==> src/rtl/hamming_secded_decoder.sv <==
// Pipelined extended-Hamming SECDED decoder with a valid/ready stream on both sides.
//
// Ports:
//   clk, rst_n          clock; asynchronous active-low reset
//   in_valid/in_ready   input handshake for code_in and correct_en
//   code_in [N-1:0]     bit k-1 = Hamming position k (1..N-1); bit N-1 = overall even parity
//   correct_en          1 = flip the located bit; 0 = report only
//   out_valid/out_ready output handshake
//   data_out            decoded data; bit 0 = lowest non-power-of-two position
//   syndrome_out        Hamming syndrome of the delivered word
//   err_pos             located position (0 = parity bit or no error)
//   err_single          single error (corrected when correct_en was set)
//   err_double          uncorrectable error
//   cnt_clr             synchronous clear of both counters; wins over an increment
//   cnt_corrected       saturating count of delivered err_single results
//   cnt_uncorrectable   saturating count of delivered err_double results
//
// Stage 1 registers the raw data bits, the syndrome and the overall parity mismatch.
// Stage 2 registers the classified, optionally corrected result and drives the outputs.
module hamming_secded_decoder #(
  parameter  int DATA_W = 4,
  parameter  int CNT_W  = 16,
  // Smallest r with 2^r >= DATA_W + r + 1.
  localparam int PAR_W  = $clog2(DATA_W + $clog2(DATA_W + 1) + 1),
  localparam int N      = DATA_W + PAR_W + 1
) (
  input  logic              clk,
  input  logic              rst_n,
  input  logic              in_valid,
  output logic              in_ready,
  input  logic [N-1:0]      code_in,
  input  logic              correct_en,
  output logic              out_valid,
  input  logic              out_ready,
  output logic [DATA_W-1:0] data_out,
  output logic [PAR_W-1:0]  syndrome_out,
  output logic [PAR_W-1:0]  err_pos,
  output logic              err_single,
  output logic              err_double,
  input  logic              cnt_clr,
  output logic [CNT_W-1:0]  cnt_corrected,
  output logic [CNT_W-1:0]  cnt_uncorrectable
);

  typedef struct packed {
    logic [DATA_W-1:0] data;
    logic              ce;
    logic [PAR_W-1:0]  syn;
    logic              par;
  } s1_t;

  typedef struct packed {
    logic [DATA_W-1:0] data;
    logic [PAR_W-1:0]  syn;
    logic [PAR_W-1:0]  pos;
    logic              single;
    logic              dbl;
  } res_t;

  localparam logic [PAR_W:0]   POS_MAX = (PAR_W+1)'(N - 1);
  localparam logic [CNT_W-1:0] CNT_MAX = '1;

  // Hamming position carrying data bit i (i-th non-power-of-two position).
  function automatic int data_pos(int i);
    int cnt;
    cnt = 0;
    data_pos = 0;
    for (int k = 1; k < N; k++) begin
      if ((k & (k - 1)) != 0) begin
        if (cnt == i) data_pos = k;
        cnt++;
      end
    end
  endfunction

  logic [2:1]        vld_pipe;
  s1_t               s1;
  res_t              r2, res_c;
  logic              s2_load;
  logic [PAR_W-1:0]  syn_c;
  logic              par_c;
  logic [DATA_W-1:0] raw_data, corr_data;
  logic              s_nz, in_range, flip_en;

  assign s2_load  = !vld_pipe[2] || out_ready;
  assign in_ready = !vld_pipe[1] || s2_load;

  // Syndrome bit j: parity over all positions whose index has bit j set.
  always_comb begin
    syn_c = '0;
    for (int j = 0; j < PAR_W; j++)
      for (int k = 1; k < N; k++)
        if (((k >> j) & 1) == 1) syn_c[j] = syn_c[j] ^ code_in[k-1];
  end

  assign par_c = ^code_in;

  // Parity positions never reach data_out, so only data bits are carried forward;
  // correction then reduces to a per-bit compare against the syndrome.
  assign s_nz     = |s1.syn;
  assign in_range = {1'b0, s1.syn} <= POS_MAX;
  assign flip_en  = s1.ce & s1.par & s_nz & in_range;

  for (genvar i = 0; i < DATA_W; i++) begin : g_data
    assign raw_data[i]  = code_in[data_pos(i)-1];
    assign corr_data[i] = s1.data[i] ^ (flip_en && (s1.syn == PAR_W'(data_pos(i))));
  end

  always_comb begin
    res_c        = '0;
    res_c.data   = corr_data;
    res_c.syn    = s1.syn;
    res_c.single = s1.par & (~s_nz | in_range);
    // Even parity with a nonzero syndrome, or a syndrome pointing past the word.
    res_c.dbl    = s_nz & (~s1.par | ~in_range);
    res_c.pos    = (s1.par & s_nz & in_range) ? s1.syn : '0;
  end

  always_ff @(posedge clk or negedge rst_n) begin
    if (!rst_n) begin
      vld_pipe <= '0;
      s1       <= '0;
      r2       <= '0;
    end else begin
      if (in_ready) vld_pipe[1] <= in_valid;
      if (in_valid && in_ready) s1 <= '{data: raw_data, ce: correct_en, syn: syn_c, par: par_c};
      if (s2_load) vld_pipe[2] <= vld_pipe[1];
      if (s2_load && vld_pipe[1]) r2 <= res_c;
    end
  end

  always_ff @(posedge clk or negedge rst_n) begin
    if (!rst_n) begin
      cnt_corrected     <= '0;
      cnt_uncorrectable <= '0;
    end else if (cnt_clr) begin
      cnt_corrected     <= '0;
      cnt_uncorrectable <= '0;
    end else if (vld_pipe[2] && out_ready) begin
      if (r2.single && cnt_corrected != CNT_MAX)
        cnt_corrected <= cnt_corrected + CNT_W'(1);
      if (r2.dbl && cnt_uncorrectable != CNT_MAX)
        cnt_uncorrectable <= cnt_uncorrectable + CNT_W'(1);
    end
  end

  assign out_valid    = vld_pipe[2];
  assign data_out     = r2.data;
  assign syndrome_out = r2.syn;
  assign err_pos      = r2.pos;
  assign err_single   = r2.single;
  assign err_double   = r2.dbl;

endmodule

==> config.mk <==
export PLATFORM = sky130hd
export DESIGN_NAME = hamming_secded_decoder
export DESIGN_NICKNAME = d
export VERILOG_FILES = /design/src/rtl/hamming_secded_decoder.sv
export SDC_FILE = /design/constraint.sdc
export NUM_CORES = 1
export LEC_CHECK = 0
export BUFFER_PORTS_ARGS = -buffer_cell sky130_fd_sc_hd__buf_2
export CELL_PAD_IN_SITES_DETAIL_PLACEMENT = 1
export CELL_PAD_IN_SITES_GLOBAL_PLACEMENT = 1
export CORE_MARGIN = 2
export CORE_UTILIZATION = 40
export DETAILED_ROUTE_END_ITERATION = 10
export GPL_TIMING_DRIVEN = 0
export HOLD_SLACK_MARGIN = 0.12
export MAX_ROUTING_LAYER = met4
export PLACE_DENSITY = 0.78
export SLEW_MARGIN = 25
export SYNTH_ARGS = -nofsm -noshare
export SYNTH_HDL_FRONTEND = slang
export SYNTH_SLANG_ARGS = --single-unit
export TNS_END_PERCENT = 5
==> constraint.sdc <==
create_clock -name clk -period 2.7 [get_ports clk]
set_clock_uncertainty 0.15 [all_clocks]
set_input_delay 0 -clock clk [delete_from_list [all_inputs] [get_ports clk]]
set_output_delay 0 -clock clk [all_outputs]
set_load 0.02 [all_outputs]
[Yosys cells after proc, flatten, opt, wreduce, memory -nomap -nowiden]
Cells that the tools add are included.
Word-level totals
  flip-flop bits (word level): 55
  input bits: 14
  output and inout bits: 46
  logic and storage cells: 66
Cells by class
  $add $sub $neg: 2
  equal/unequal tests: 6
  multiplexer cells: 7
  bitwise logic cells: 18
  reduce and logical (&&, ||, !) cells: 20
Operators with widths (count)
  16-bit 2-to-1 mux: 6
  16-bit by 1-bit adder with 16-bit output, second input constant: 2
  16-bit != test, second input constant: 2
  1-bit bitwise XOR: 13
  3-bit == test, second input constant: 3
  1-bit logical AND: 9
  8-bit parity: 1
  2-bit nonzero test: 3
  1-bit bitwise AND: 4
  2-bit AND reduction: 2
  3-bit by 2-bit == test with 1-bit output, second input constant: 1
  3-bit 2-to-1 mux: 1
  3-bit OR reduction: 1
  1-bit logical NOT: 2
  1-bit logical OR: 2
  1-bit inverter: 1

[Depth between registers and ports, before layout]
Gate-level depths: netlist of the first run.
  depth after elaboration: 5
  gate-level depth with buffers: 5
  mapped depth without buffers: 5

[Worst setup path after synthesis of the first run]
Ideal clock, no wire load.
  kind: reg-to-reg
  start point: register cnt_uncorrectable[0]
  end point: register cnt_uncorrectable[12]
  setup time: 0.125 ns
  data arrival time: 1.785 ns
  required time: 2.425 ns
  slack: 0.640 ns
  stages on the path, launching flop included: 6
  path buffers: 0
  period minus slack after synthesis: 2.060 ns
  path through: dfrtp_1 ha_1 nand4_1 nor4_1 and4b_1 mux2_2
On the way
  word-level cells in the longest chain between the ends: 4
  elaborated cells between the ends (all ways): 8
  classes of those cells: add/sub: 1; eq/ne: 1; mux: 3; reduce/logical: 3
RTL lines
  from (decl): RTL line 42  | output logic [CNT_W-1:0] cnt_uncorrectable
  from (signal assigned): RTL line 143  | cnt_uncorrectable <= cnt_uncorrectable + CNT_W'(1);
  16-bit by 1-bit adder with 16-bit output / 16-bit != test (equally long branches): RTL line 143, 142
  16-bit 2-to-1 mux / 1-bit logical AND (equally long branches): RTL line 142  | if (r2.dbl && cnt_uncorrectable != CNT_MAX)
  16-bit 2-to-1 mux / 2-bit nonzero test (equally long branches)
  16-bit 2-to-1 mux / 2-bit AND reduction (equally long branches)
Several ways; a longest one is shown, not always the timed one. The select of a mux whose other input is x is not followed.
A chain may end at the register's enable or synchronous reset.

[Worst setup path after layout of the first run]
Ends and elaborated chain as after synthesis.

==> flow_metrics.py, run 1 <==
metrics = {
    "yosys": {
        "synthCells": 295,
        "synth-seq-cells": 55,
        "netlist_area_um2": 2907,
        "synth_enable_flop_cells": 0,
        "syn_area_per_cell_um2": 9.853,
        "synth-seq-area-share_pct": 47.35,
        "async_reset_ff_share_pct": 100.0,
        "synth_ff_type": "dfrtp_1",
        "yosysWarnings": 0,
        "yosysUniqueCellTypes": 45,
        "syn_nets": 311,
    },
    "worst_setup_path": {
        "path_cells": "ha_1 -> nand4_1 -> nor4_1 -> and4b_1 -> mux2_2",
        "cp-start-kind": "register",
        "slowest_delay_ns": 0.47,
        "critPathRequiredTime_ns": 2.75,
        "crit_slowest_cell": "nor4_1",
        "crit_fanout": 6,
        "crit_family": "simple AND/OR/NAND/NOR gates",
        "cp_num_buf_inv": 0,
        "cp.arrival_ns": 2.33,
        "endpoint_kind": "register",
        "criticalPathCategory": "reg2reg",
    },
    "floorplanning": {
        "die_width_um": 89.24,
        "initial_core_util_pct": 40.73,
        "die_h_um": 89.24,
        "die_area_um2": 7964,
        "core_area_um2": 7137,
        "ioPinCount": 60,
        "rows": 31,
    },
    "finish": {
        "antenna_cells": 0,
        "layout-drive-gt1-share_pct": 25.53,
        "fin_cells": 475,
        "layout.nets": 391,
        "fin_util_pct": 50.05,
        "syn2layout_area_growth_pct": 22.90,
        "fill_cells": 852,
    },
    "detailed_routing": {
        "postRouteAntennaNets": 0,
        "routed_wl_mm": 7.428,
        "dr.pass1.iters": 4,
        "routedWlPerCell_um": 15.64,
        "num_vias": 2601,
        "drc_errors": 0,
        "drt_iter0_markers": 89,
        "via_per_inst": 5.476,
    },
    "place": {
        "io_buffers": 59,
        "placed_cells": 453,
        "gp_congestion": 0.8158,
        "hpwl_mm": 5.322,
    },
    "grt": {
        "first_global_vias": 2589,
        "grt_use_total_pct": 20.26,
        "grt_pass1_wl_mm": 12.43,
        "gr-total-overflow": 0,
        "antenna_found_initial": 0,
        "grt_max_degree": 56,
    },
    "job": {
        "cap_violations": 0,
    },
    "sta": {
        "drv_slew": 0,
        "fmax_mhz": 439.1,
        "slew_headroom_pct": 51.31,
        "rsz0062_at_grt": "no",
        "fin_tns_setup_ns": 0,
        "tightestPinTransition_ns": 0.7243,
        "finalCritPeriodShare_pct": 84.34,
        "hold_violations": 0,
        "period_minus_slack_ns": 2.277,
        "setup_viol": 0,
    },
    "cts": {
        "clock-sinks": 55,
        "clk_latency_ns": 0.30,
        "cts_tree": "built",
        "cts-root-buf": "clkbuf_8",
        "cts_resized": 0,
        "cts_buffer_depth": 2,
        "numCtsBuffers": 5,
        "htree_levels": 2,
        "clk_pin_slew_ns": 0.10,
    },
    "worst_hold_path": {
        "hold_path.class": "in2async",
    },
    "outcome": {
        "status": "finished, final reports clean",
    },
    "power_and_ir_drop": {
        "vdd_ir_drop_max_mv": 0.3843,
        "p_leak_uw": 0.001566,
        "p_per_area_nw_per_um2": 545.3,
    },
}
==> per-layer routing <==
metal | track usage (%) | wire [um] | vias to the layer above
met3 | 2.955 | 216 | 4
met2 | 34.68 | 3848 | 50
met5 | - | 0 | -
met4 | 3.935 | 18 | 0
met1 | 25.68 | 3345 | 1314
li1 | - | - | 1233
==> layout make-up <==
| class | count | area (um^2) | share of cell area, % |
|---|---|---|---|
| Multi-Input combinational cell | 224 | 1466 | 41.05 |
| Sequential cell | 55 | 1376 | 38.53 |
| Timing Repair Buffer | 73 | 437.9 | 12.26 |
| Tap cell | 99 | 123.9 | 3.468 |
| Clock buffer | 7 | 96.34 | 2.697 |
| Buffer | 11 | 45.04 | 1.261 |
| Inverter | 5 | 18.77 | 0.5254 |
| Clock inverter | 1 | 7.507 | 0.2102 |
==> power by group <==
group	switching [uW]	total, uW	internal, uW	leakage, uW
Clock	276	510	234	0.0000505
Sequential	91.4	1010	920	0.000724
Combinational	247	427	179	0.000791
==> logic make-up after synthesis <==
group | Yosys count | synth area share [%]
flip-flops | 55 | 47.35
multiplexers | 24 | 9.169
AO/OA/AOI/OAI | 55 | 11.54
XOR/XNOR | 15 | 4.520
AND/OR/NAND/NOR | 128 | 24.37
buffers and inverters | 16 | 2.195
adder cells (fa/ha/maj) | 2 | 0.8608
==> layout by cell type (no fill, tap or decap), types with 8 or more instances in the layout <==
master / synthesis / routed
nand2_1: 34 / 34
o21ai_0: 17 / 17
mux2_2: 21 / 21
buf_2: 2 / 60
dlygate4sd3_1: 0 / 14
or4_1: 8 / 8
nand3_1: 12 / 12
xnor2_1: 10 / 10
dfrtp_1: 55 / 55
nor2b_1: 10 / 10
a21oi_1: 17 / 17
nor2_1: 19 / 19
==> cells in the mapped netlist, types with 2 or more instances <==
master,instances,share of area (%)
nor3b_1,4,1.0
nor3_1,7,1.2
nor2b_1,10,2.2
and2_1,2,0.43
nor4_2,2,0.86
buf_2,2,0.34
ha_1,2,0.86
clkbuf_1,7,0.90
xor2_1,5,1.5
dfrtp_1,55,47
nand2b_1,3,0.65
nand4_1,7,1.5
o21ai_0,17,2.9
nand3_1,12,2.1
a311oi_1,2,0.60
nand2_1,34,4.4
o41ai_1,4,1.2
or4_1,8,2.1
a31oi_1,2,0.43
mux2i_1,3,1.0
nor4_1,4,0.86
o311ai_0,2,0.60
a21oi_1,17,2.9
and3_1,4,0.86
inv_1,4,0.52
mux2_2,21,8.1
and4_1,2,0.60
o31ai_1,6,1.5
xnor2_1,10,3.0
a211oi_1,2,0.52
or3_1,3,0.65
nor2_1,19,2.5
==> path summary, 6_finish.rpt <==
check | start | endpoint | slack, ns | cells after the start
setup reg to reg | cnt_uncorrectable[0] | cnt_uncorrectable[12] | 0.42 | 5
min in group clk | cnt_uncorrectable[6] | cnt_uncorrectable[6] | 0.32 | 1
hold reg to reg | cnt_uncorrectable[6] | cnt_uncorrectable[6] | 0.32 | 1
max in group asynchronous | rst_n | cnt_corrected[13] | 1.78 | 2
setup / recovery | cnt_uncorrectable[0] | cnt_uncorrectable[12] | 0.42 | 5
hold / removal | rst_n | cnt_uncorrectable[10] | 0.13 | 2
==> registers in the layout, indices dropped and copies added (netlist names) <==
| name | count |
|---|---|
| cnt_corrected | 16 |
| cnt_uncorrectable | 16 |
| s1 | 5 |
| data_out | 4 |
| res_c | 4 |
| err_pos | 3 |
| syndrome_out | 3 |
| vld_pipe | 2 |
| err_double | 1 |
| err_single | 1 |
==> stage by stage <==
step / worst slack (ns) / hold WS, ns / power [uW] / instance area (um^2)
finish: 0.4228 / 0.1296 / 1948 / 3572
global route: 0.2429 / 0.1918 / 2065 / 3572
CTS: 0.4369 / 0.1648 / 1968 / 3572
detailed placement: 0.4785 / -0.04553 / 1446 / 3328
global placement: 0.5313 / 0.05657 / 1430 / 3326
floorplan: 0.6399 / -0.4456 / 1276 / 2907
==> timing repair <==
action	in CTS	in global routing
hold buffers	14	0
buffers inserted	0	0
endpoints found under the hold margin	68	0
Note: power is estimated with default switching activity, not from simulation.
==> inputs of run 2 (changes only) <==
Clock period 2.7 ns to 2.2 ns, I/O delays scaled along.
==> run 2 against run 1 <==
Critical endpoint unchanged; global-route usage up 0.060 points; largest power group unchanged; setup slack worse by 0.32 ns; worst hold slack worse by 0.0036 ns; sequential cell count unchanged; critical path depth up 1; cell count up 0.21%; highest routed layer unchanged; critical path type unchanged; sequential power up 23%; final area up 1.1%; register-to-register slack worse by 0.32 ns.
==> flow_metrics.py, run 2 (synthesized netlist as in run 1, its figures left out) <==
metrics = {
    "worst_setup_path": {
        "crit_fanout": 6,
        "criticalPathCategory": "reg2reg",
        "cp-start-kind": "register",
        "rrSetupSlack_ns": 0.10,
        "cp.arrival_ns": 2.14,
        "crit_slowest_cell": "dfrtp_2",
        "critPathRequiredTime_ns": 2.24,
        "crit_family": "simple AND/OR/NAND/NOR gates",
        "cp_num_buf_inv": 1,
        "endpoint_kind": "register",
        "path_cells": "ha_1 -> nand4_1 -> buf_4 -> nor4_2 -> and4b_1 -> mux2_2",
        "slowest_delay_ns": 0.42,
    },
    "floorplanning": {
        "die_h_um": 89.24,
        "ioPinCount": 60,
        "die_width_um": 89.24,
        "core_area_um2": 7137,
        "die_area_um2": 7964,
        "rows": 31,
        "initial_core_util_pct": 40.73,
    },
    "sta": {
        "drv_slew": 0,
        "setup_viol": 0,
        "finalCritPeriodShare_pct": 95.26,
        "worst_slack_ns": 0.1044,
        "rsz0062_at_grt": "yes",
        "period_minus_slack_ns": 2.096,
        "hold_violations": 0,
        "tightestPinTransition_ns": 0.7199,
        "fmax_mhz": 477.2,
        "slew_headroom_pct": 52.01,
    },
    "place": {
        "place_area_um2": 3328,
        "gp_congestion": 0.8158,
        "hpwl_mm": 5.322,
        "pre_cts_slack_ns": -0.02146,
        "io_buffers": 59,
    },
    "grt": {
        "grt_max_degree": 56,
        "grt_pass1_wl_mm": 12.46,
        "first_global_vias": 2597,
        "gr-total-overflow": 0,
        "antenna_found_initial": 0,
        "grt_use_total_pct": 20.32,
    },
    "finish": {
        "fill_cells": 849,
        "layout-drive-gt1-share_pct": 26.53,
        "final_cell_area_um2": 3611,
        "layout.nets": 392,
        "multi_input_area_um2": 1496,
        "final-seq-area_um2": 1378,
        "syn2layout_area_growth_pct": 24.24,
        "antenna_cells": 0,
        "final_cell_mix": "60 x buf_2, 54 x dfrtp_1, 34 x nand2_1",
        "final_common_cell": "buf_2",
        "top_regs": "cnt_corrected: 16 flops, cnt_uncorrectable: 16 flops, s1: 5 flops",
    },
    "cts": {
        "clk_latency_ns": 0.30,
        "htree_levels": 2,
        "clock-sinks": 55,
        "numCtsBuffers": 5,
        "clk_pin_slew_ns": 0.10,
        "cts_tree": "built",
        "cts-root-buf": "clkbuf_8",
        "cts_buffer_depth": 2,
    },
    "power_and_ir_drop": {
        "netSwitchingFraction_pct": 31.49,
        "p_per_area_nw_per_um2": 661.7,
        "pwr-share-seq_pct": 52.0,
        "p_leak_uw": 0.001603,
        "power.internal_uw": 1637,
        "power_switching_uw": 752.3,
        "combinationalPowerShare_pct": 21.9,
        "clkPwrFrac_pct": 26.1,
        "power.total_uw": 2389,
        "vdd_ir_drop_max_mv": 0.4743,
    },
    "detailed_routing": {
        "routed_wl_mm": 7.556,
        "drt_iter0_markers": 91,
        "postRouteAntennaNets": 0,
        "dr.pass1.iters": 4,
        "via_per_inst": 5.534,
        "drc_errors": 0,
        "routedWlPerCell_um": 15.87,
        "num_vias": 2634,
    },
    "outcome": {
        "status": "finished, final reports clean",
    },
    "job": {
        "cap_violations": 0,
    },
    "worst_hold_path": {
        "hold_path.class": "in2async",
    },
}
==> run 2: metrics by stage <==
stage | TNS (ns) | utilization (%) | cells | hold slack, ns
after global placement | 0 | 46.60 | 453 | 0.05657
after CTS | 0 | 50.14 | 475 | 0.1648
after global routing | -0.06254 | 50.60 | 476 | 0.1917
final | 0 | 50.60 | 476 | 0.1260
after detailed placement | -0.02146 | 46.63 | 453 | -0.04553
after floorplan | 0 | - | 295 | -0.4456
==> run 2: power by group through the flow <==
stage	Combinational [uW]	Clock, uW	Sequential [uW]
2_1_floorplan	229	0	1340
3_3_place_gp	494	0	1260
3_5_place_dp	511	0	1260
4_1_cts	531	640	1240
5_1_grt	587	685	1260
6_report	524	623	1240
==> run 2: repair_timing <==
item,CTS,global route
pin swaps,0,1
gates resized for setup,1,4
hold endpoints to repair,68,0
setup endpoints to repair,1,5
hold buffers,14,0
setup buffers,0,1
==> run 2: layout make-up <==
| class | instances | area share (%) |
|---|---|---|
| sequential | 55 | 38.15 |
| multi-input combinational | 224 | 41.44 |
| timing repair buffer | 74 | 12.34 |
| clock buffer | 7 | 2.668 |
| clock inverter | 1 | 0.2079 |
| tap | 99 | 3.430 |
| inverter | 5 | 0.5198 |
| buffer | 11 | 1.247 |
==> run 2: final timing paths <==
kind                                      start                    end  cells after the start
min in group clk           cnt_uncorrectable[6]   cnt_uncorrectable[6]                      1
min reg2reg                cnt_uncorrectable[6]   cnt_uncorrectable[6]                      1
max reg2reg                cnt_uncorrectable[0]  cnt_uncorrectable[12]                      6
max                        cnt_uncorrectable[0]  cnt_uncorrectable[12]                      6
min                                       rst_n  cnt_uncorrectable[10]                      2
max in group asynchronous                 rst_n   cnt_uncorrectable[0]                      2
==> run 2: routing by layer <==
layer / routed length (um) / up-vias / global-route usage [%] / part of all wire (%)
met1: 3284 / 1325 / 25.68 / 43
met2: 3968 / 64 / 34.88 / 53
li1: - / 1239 / - / -
met4: 39 / 0 / 3.935 / 0.52
met3: 263 / 6 / 2.955 / 3.5
met5: 0 / - / - / 0
